==> src/rtl/intr_sched.sv <==
`default_nettype none
// ============================================================================
// Module   : intr_sched
// Purpose  : Interrupt scheduler. It captures rising edges on the source lines
//            into per-source pending flags and masks them. It arbitrates one
//            winner and runs a request/acknowledge/return-from-interrupt
//            handshake with the CPU. Interrupts do not nest: SERVICE blocks any
//            new request until rti.
// Revision : 1.0 - initial release
// ----------------------------------------------------------------------------
// Ports    : clk       system clock, rising edge
//            rst_n     synchronous active-low reset
//            irq_in    raw source lines (rising edge = event)
//            mask_ld   load mask_in into the mask register
//            mask_in   source enables (1 = enabled)
//            intr_en   CPU global interrupt enable
//            intr_ack  CPU accepts current request (pulse)
//            rti       CPU return-from-interrupt (pulse)
//            intr_out  interrupt request to the CPU
//            vec_out   index of the granted source
//            pend_out  pending flags (status readback)
//            busy      high while the CPU services an interrupt
// Options  : INTR_SCHED_RR_EN - round-robin arbitration starting after the
//            last granted source. Undefined: lowest index wins.
// ============================================================================
module intr_sched #(
  parameter int N_SRC = 4,
  parameter int VEC_W = $clog2(N_SRC)
) (
  input  logic             clk,
  input  logic             rst_n,
  input  logic [N_SRC-1:0] irq_in,
  input  logic             mask_ld,
  input  logic [N_SRC-1:0] mask_in,
  input  logic             intr_en,
  input  logic             intr_ack,
  input  logic             rti,
  output logic             intr_out,
  output logic [VEC_W-1:0] vec_out,
  output logic [N_SRC-1:0] pend_out,
  output logic             busy
);

  typedef enum logic [1:0] {
    S_IDLE    = 2'd0,
    S_REQ     = 2'd1,
    S_SERVICE = 2'd2
  } state_t;

  state_t           state_q;
  logic [N_SRC-1:0] irq_q;
  logic [N_SRC-1:0] pend_q;
  logic [N_SRC-1:0] pend_d;
  logic [N_SRC-1:0] mask_q;
  logic [VEC_W-1:0] vec_q;
  logic             intr_q;
  logic             busy_q;

  logic [N_SRC-1:0] rise;
  logic [N_SRC-1:0] elig;
  logic [N_SRC-1:0] clr;
  logic [VEC_W-1:0] win;

`ifdef INTR_SCHED_RR_EN
  logic [VEC_W-1:0] ptr_q;
`endif

  assign rise = irq_in & ~irq_q;
  assign elig = pend_q & mask_q;

  // Only an accepted request clears its flag. A new edge in the same cycle
  // re-sets it, so the event is not lost.
  always_comb begin
    clr = '0;
    if (state_q == S_REQ && intr_ack) begin
      clr[vec_q] = 1'b1;
    end
    pend_d = (pend_q & ~clr) | rise;
  end

`ifdef INTR_SCHED_RR_EN
  // Scan distances N_SRC down to 1 from the pointer. The last hit is the
  // nearest eligible source after the previous grant.
  always_comb begin
    logic [VEC_W:0] cand;
    win = '0;
    for (int k = N_SRC; k >= 1; k--) begin
      cand = {1'b0, ptr_q} + (VEC_W+1)'(k);
      if (cand >= (VEC_W+1)'(N_SRC)) begin
        cand = cand - (VEC_W+1)'(N_SRC);
      end
      if (elig[cand[VEC_W-1:0]]) begin
        win = cand[VEC_W-1:0];
      end
    end
  end
`else
  // Descending scan, so the lowest eligible index is assigned last.
  always_comb begin
    win = '0;
    for (int i = N_SRC - 1; i >= 0; i--) begin
      if (elig[i]) begin
        win = VEC_W'(i);
      end
    end
  end
`endif

  always_ff @(posedge clk) begin
    if (!rst_n) begin
      state_q <= S_IDLE;
      irq_q   <= '0;
      pend_q  <= '0;
      mask_q  <= '1;
      vec_q   <= '0;
      intr_q  <= 1'b0;
      busy_q  <= 1'b0;
`ifdef INTR_SCHED_RR_EN
      ptr_q   <= '0;
`endif
    end else begin
      irq_q  <= irq_in;
      pend_q <= pend_d;
      if (mask_ld) begin
        mask_q <= mask_in;
      end
      case (state_q)
        S_IDLE: begin
          if (intr_en && (|elig)) begin
            vec_q   <= win;
            intr_q  <= 1'b1;
            state_q <= S_REQ;
          end
        end
        S_REQ: begin
          // The winner stays frozen here. An acknowledge that coincides with
          // intr_en falling still counts, because the CPU has taken it.
          if (intr_ack) begin
            intr_q  <= 1'b0;
            busy_q  <= 1'b1;
            state_q <= S_SERVICE;
`ifdef INTR_SCHED_RR_EN
            ptr_q   <= vec_q;
`endif
          end else if (!intr_en) begin
            intr_q  <= 1'b0;
            state_q <= S_IDLE;
          end
        end
        S_SERVICE: begin
          if (rti) begin
            busy_q  <= 1'b0;
            state_q <= S_IDLE;
          end
        end
        default: begin
          intr_q  <= 1'b0;
          busy_q  <= 1'b0;
          state_q <= S_IDLE;
        end
      endcase
    end
  end

  assign intr_out = intr_q;
  assign vec_out  = vec_q;
  assign pend_out = pend_q;
  assign busy     = busy_q;

endmodule
`default_nettype wire

==> config.mk <==
export PLATFORM = sky130hd
export DESIGN_NAME = intr_sched
export DESIGN_NICKNAME = d
export VERILOG_FILES = /design/src/rtl/intr_sched.sv
export SDC_FILE = /design/constraint.sdc
export NUM_CORES = 1
export LEC_CHECK = 0
export BUFFER_PORTS_ARGS = -buffer_cell sky130_fd_sc_hd__buf_4
export CAP_MARGIN = 25
export CORE_MARGIN = 4
export CORE_UTILIZATION = 48
export CTS_CLUSTER_SIZE = 30
export DETAILED_ROUTE_END_ITERATION = 7
export PLACE_DENSITY = 0.77
export SYNTH_ARGS = -nofsm -noshare
export SYNTH_HDL_FRONTEND = slang
export SYNTH_SLANG_ARGS = --single-unit
export TNS_END_PERCENT = 50
==> constraint.sdc <==
create_clock -name clk -period 1.18 [get_ports clk]
set_input_delay 0.236 -clock clk [delete_from_list [all_inputs] [get_ports clk]]
set_output_delay 0.236 -clock clk [all_outputs]
set_load 0.1 [all_outputs]
==> results of run 1 <==
==> power breakdown <==
group / internal [mW] / leakage, nW / switching, mW
Sequential: 0.651 / 0.154 / 0.0467
Clock: 0.132 / 0.0150 / 0.190
Combinational: 0.141 / 0.251 / 0.263
Total: 0.924 / 0.420 / 0.499
==> kinds of logic after synthesis <==
family                 after synthesis  share of synthesized area [%]
flip-flops                          18                           49.1
multiplexers                         5                           6.83
AO/OA/AOI/OAI                       18                           18.9
buffers and inverters                4                           2.39
AND/OR/NAND/NOR                     31                           22.7
==> final cells by class <==
| type | instances | area, um^2 |
|---|---|---|
| clock buffers | 4 | 26.3 |
| inverters | 1 | 3.75 |
| multi-input cells | 54 | 377 |
| flip-flops and latches | 18 | 387 |
| well taps | 15 | 18.8 |
| fillers | 103 | 362 |
| repair buffers | 21 | 193 |
==> worst reg2reg max path: stages (launching register included) <==
cell and delay [ns]:
dfxtp_2 0.37, nor2_1 0.13, nand2_2 0.09, a31oi_4 0.19, mux2i_1 0.23
==> worst max path at each step <==
stage	from	endpoint	slack [ns]	cells after the start
after floorplan	busy	busy	-0.15	3
after global placement	state_q[0]	pend_out[0]	0.06	4
after detailed placement	state_q[0]	pend_out[0]	0.05	4
after CTS	vec_out[0]	vec_out[0]	0.006	1
after global routing	vec_out[1]	vec_out[1]	0.003	1
final	busy	busy	0.03	1
==> cell usage in the layout (no fill, tap or decap), drive strengths merged, types with 2 or more instances in the layout <==
| master | n |
|---|---|
| a21oi | 2 |
| clkbuf | 4 |
| o21ai | 4 |
| a41oi | 2 |
| o21a | 2 |
| and2 | 5 |
| dfxtp | 18 |
| nand2 | 12 |
| buf | 21 |
| mux2i | 5 |
| nor2 | 5 |
| nor2b | 4 |
| a21boi | 3 |
==> timing repair <==
item	4_1_cts	5_1_grt
setup endpoints to repair	7	4
gates resized for setup	8	8
setup buffers	0	0
hold buffers	0	0
==> registers in the layout, indices dropped and copies added, names as in the netlist <==
signal,cells
mask_q,4
state_q,2
pend_out,4
busy,1
vec_out,2
irq_q,4
intr_out,1
==> through the flow <==
step | utilization, % | total power [mW]
global placement | 67.1 | 1.07
floorplan | - | 0.976
finish | 73.5 | 1.42
CTS | 71.2 | 1.41
detailed placement | 67.1 | 1.07
global route | 73.5 | 1.49
==> per-layer routing <==
metal | track usage (%) | up-vias | wire length, um
li1 | - | 312 | -
met1 | 19.2 | 283 | 691
met2 | 28.5 | 25 | 866
met3 | 5.75 | 7 | 135
met4 | 15.5 | 0 | 50
met5 | 0 | - | 0
==> summary.md, run 1 <==
| Metric | Value |
|---|---|
| Outcome | finished clean |
| H-tree lvl count | 1 |
| Hold_ws | 0.146 ns |
| Final-stage net count | 113 |
| Overflow after GRT | 0 |
| DIE AREA | 2220 um^2 |
| Worst min-delay path class | in2reg |
| Starting DRC count in detailed routing | 13 |
| Initial antenna violation count | 0 |
| Clock-pin slew of the registers on the worst-case setup and hold paths | 0.10 ns |
| Slew Limit Fails | 0 |
| Starting Density | 53.7% |
| CP Data Required Time | 0.94 ns |
| Mapped Cells | 76 |
| Max_slew headroom | 81.7% |
| Setup TNS | 0 ns |
| Slowest CP cell | dfxtp_1 |
| Yosys top cell by area | dfxtp_1 |
| Port Buffers | 21 |
| CP Cell Sequence | buf_6 |
| Worst setup SP type | flop |
| Dominant cells by area after synthesis | dfxtp_1 49%, mux2i_1 6.8%, nand2_1 5.6% |
| Vias after detailed routing | 627 |
| CTS Sinks | 18 |
| Worst-Skew Late Latency | 0.29 ns |
| Post-Syn Area | 733 um^2 |
| Die Wd | 47.1 um |
| Hold path start | mask_in[0] |
| Reg2Reg Depth | 4 |
| Total CTS buffers | 3 |
| P_leak | 0.420 nW |
| Ys Warns | 0 |
| Max clock buf depth | 2 |
| Wire per inst | 15.4 um |
| Remaining antenna violation count | 0 |
| Crit-path max FO | 3 |
| Asr flop ratio synth | 0% |
| Synthesized net count | 90 |
| Final hold violations | 0 |
| Root buf cell | clkbuf_4 |
| RSZ-0062 raised after global routing | false |
| Routed WL | 1740 um |
| Final WS setup | 0.0279 ns |
| Synth cell count leaders | 18 x dfxtp_1, 11 x nand2_1, 5 x and2_1, 5 x mux2i_1, 5 x nor2_1 |
| DRC | 0 |
| Dpl hpwl | 1220 um |
| Distinct cells, synth | 26 |
| Dpl cells | 109 |
| Setup CP Type | reg2out |
| Place WS | 0.0524 ns |
| Global-route wire length before repair | 2730 um |
| Max incr delay on CP | 0.38 ns |
| Die H | 47.1 um |
| Total of max-cap violations | 0 |
| Clk_skew | 0.00480 ns |
| R2r endpoint | vec_out[0] |
| Share of the synthesized area in the top cell type | 49.1% |
| Top-count cell post-synth | dfxtp_1 |
| WP buf/inv | 1 |
| Vias in the first global route | 668 |
| Pwr Density | 1420 nW/um^2 |
| Final min period | 1.15 ns |
| Crit. End Element | output pin |
| Final setup fails | 0 |
| Hold Crit Endpoint | mask_q[0] |
| Seq cells post-synth | 18 |
| Reg-to-reg startpoint | state_q[1] |
| Final GP Congestion | 0.806 |
| Post-route clock period utilization | 97.6% |
| Drt pass-1 iters | 4 |
| # diodes | 0 |
| Vias per Instance | 5.55 |
| Worst hold path cell count | 3 |
| CP arrival | 0.92 ns |
| Area grow syn2layout | 37.0% |
| Mapped Avg Cell Area | 9.65 um^2 |
| Share of cells above drive strength 1 | 41.8% |
| Post-synthesis sequential area ratio | 49.1% |
| Fin cells | 113 |
| Top_reg_cell synth | dfxtp_1 |
| CTS tree | built |
| Fmax | 868 MHz |
| Area of the core | 1370 um^2 |
| Cell Rows | 13 |
| IO Count | 22 |
| Largest net degree at the start of global routing | 20 |
| Worst-Margin Slew | 0.277 ns |
| Placed Area | 917 um^2 |
| Total track usage | 18.0% |
| Reg2reg setup slack | 0.08 ns |
| Peak supply drop | 0.829 mV |
| EDFF count, synth | 0 |
| Design Area, Final | 1000 um^2 |
| Top delay family on crit path | flip-flops |
(Power assumes the default switching activity.)
==> run 2: changes to the inputs <==
--- a/config.mk
+++ b/config.mk
@@ -7,5 +7,5 @@
 export LEC_CHECK = 0
 export BUFFER_PORTS_ARGS = -buffer_cell sky130_fd_sc_hd__buf_4
-export CAP_MARGIN = 25
+export CAP_MARGIN = 40
 export CORE_MARGIN = 4
 export CORE_UTILIZATION = 48
==> constraint.sdc (replaced) <==
create_clock -name clk -period 1.18 [get_ports clk]
set_input_delay 0.236 -clock clk [delete_from_list [all_inputs] [get_ports clk]]
set_output_delay 0.236 -clock clk [all_outputs]
set_load 0.005 [all_outputs]
==> run 2 against run 1 <==
  * Critical path depth increased by 2
  * Total power shrank 16%
  * Sequential power decreased by 1%
  * Core utilization shrank 4.5 points
  * First-iteration DRC count rose by 150%
  * Global-route usage is 0.62 points lower
  * Count of clock-buffer cells in the layout fell by 1
  * Wire length decreased by 9.4%
  * Clock skew up 0.0048 ns
  * Final cell count did not move
  * Largest cell class is now multi-input gates
==> summary.md, run 2 (synthesized netlist as in run 1, its figures left out) <==
| Metric | Value |
|---|---|
| Commonest non-fill, non-tap cell in the layout | buf_4 |
| Wire per inst | 14.0 um |
| Vias after detailed routing | 619 |
| Max_slew headroom | 74.7% |
| Area grow syn2layout | 28.7% |
| Slew Limit Fails | 0 |
| Setup CP Type | reg2reg |
| Clk_skew | 0.00964 ns |
| Place WS | 0.0786 ns |
| Total track usage | 17.4% |
| Fmax | 870 MHz |
| Vias per Instance | 5.48 |
| Final WS setup | 0.0300 ns |
| Final core occ | 69.0% |
| Initial antenna violation count | 0 |
| Clock network power share | 24.6% |
| CP Data Required Time | 1.38 ns |
| Global-route wire length before repair | 2580 um |
| Final hold violations | 0 |
| Total of max-cap violations | 0 |
| Post-route clock period utilization | 97.5% |
| Die H | 47.1 um |
| Outcome | finished clean |
| Highest routing layer actually used | met4 |
| CTS tree | built |
| Worst-Skew Late Latency | 0.29 ns |
| Met3 routed WL | 83 um |
| RSZ-0062 raised after global routing | true |
| Clock-pin slew of the registers on the worst-case setup and hold paths | 0.10 ns |
| Final-stage net count | 114 |
| Fill count | 124 |
| Pwr Density | 1270 nW/um^2 |
| Share of cells above drive strength 1 | 34.7% |
| Final GP Congestion | 0.823 |
| CP arrival | 1.35 ns |
| Peak supply drop | 0.934 mV |
| Crit. End Element | flop |
| Worst setup SP type | flop |
| Crit-path max FO | 3 |
| Largest net degree at the start of global routing | 20 |
| Routed WL | 1580 um |
| Max clock buf depth | 2 |
| Root buf cell | clkbuf_4 |
| Overflow after GRT | 0 |
| Sequential group share of total power | 57.6% |
| Port Buffers | 21 |
| Multi-input logic area | 369 um^2 |
| Post-cts hold buffer count | 0 |
| Area of the core | 1370 um^2 |
| Final min period | 1.15 ns |
| Drt pass-1 iters | 4 |
| NetSw | 0.306 mW |
| Die Wd | 47.1 um |
| Vias in the first global route | 595 |
| Worst min-delay path class | in2reg |
| Logic pwr share | 17.9% |
| Most frequent cells in the layout | 22 x buf_4, 15 x dfxtp_1, 11 x nand2_1 |
| Remaining antenna violation count | 0 |
| Total CTS buffers | 3 |
| Starting Density | 53.7% |
| H-tree lvl count | 1 |
| P_leak | 0.411 nW |
| Starting DRC count in detailed routing | 32 |
| Final setup fails | 0 |
| Switch share | 25.5% |
| Sequential Area | 364 um^2 |
| # diodes | 0 |
| Internal | 0.894 mW |
| Cell Rows | 13 |
| Met2 WL post-DR | 764 um |
| Worst-Margin Slew | 0.379 ns |
| M1 WL | 708 um |
| IO Count | 22 |
| DRC | 0 |
| DIE AREA | 2220 um^2 |
| CTS Sinks | 18 |
-- run 2: cell count changes in the layout (fill, tap and decap cells not counted), moves of 6 or more --
cell / change
buf_4: +8
buf_6: -6
dfxtp_1: +6
dfxtp_4: -6
-- run 2: critical path, stage by stage, from the launching register on --
cell and delay, ns:
dfxtp_1 0.34, a22oi_1 0.35, a31oi_4 0.16, o21a_1 0.21
-- run 2: path summary, 6_finish.rpt --
kind                 end       from  slack [ns]  depth (start not counted)
max             intr_out  mask_q[0]        0.03                          3
max reg2reg     intr_out  mask_q[0]        0.03                          3
min             irq_q[1]  irq_in[1]        0.15                          2
min reg2reg  pend_out[2]   irq_q[2]        0.48                          2
-- run 2: power groups by stage --
stage | Clock (mW) | Combinational (mW) | Sequential [mW]
2_1_floorplan | 0 | 0.111 | 0.696
3_3_place_gp | 0 | 0.202 | 0.699
3_5_place_dp | 0 | 0.206 | 0.701
4_1_cts | 0.308 | 0.207 | 0.687
5_1_grt | 0.338 | 0.238 | 0.697
6_report | 0.295 | 0.214 | 0.691
-- run 2: final cells by class --
| cell class | instances | share of cell area, % |
|---|---|---|
| clock buffers | 3 | 2.39 |
| multi-input cells | 54 | 39.1 |
| well taps | 15 | 1.99 |
| flip-flops and latches | 18 | 38.6 |
| repair buffers | 22 | 17.5 |
| inverters | 1 | 0.398 |
-- run 2: stage by stage --
step / area, um^2 / power (mW) / hold slack (ns) / setup TNS [ns] / instances
global placement: 903 / 0.901 / 0.447 / 0 / 110
detailed placement: 903 / 0.907 / 0.451 / 0 / 110
floorplan: 733 / 0.807 / 0.358 / 0 / 76
finish: 943 / 1.20 / 0.145 / 0 / 113
CTS: 927 / 1.20 / 0.141 / 0 / 113
global route: 943 / 1.27 / 0.136 / -0.0863 / 113
-- run 2: per-layer routing --
| layer | up-vias | global-route usage (%) |
|---|---|---|
| li1 | 310 | - |
| met1 | 290 | 21.7 |
| met2 | 17 | 25.2 |
| met3 | 2 | 4.60 |
| met4 | 0 | 13.3 |
| met5 | - | 0 |
-- run 2: repair_timing --
| item | in CTS | in global routing |
|---|---|---|
| gates resized for setup | 1 | 4 |
| buffers inserted | 0 | 0 |
| cloned | 0 | 0 |
| setup endpoints to repair | 1 | 4 |
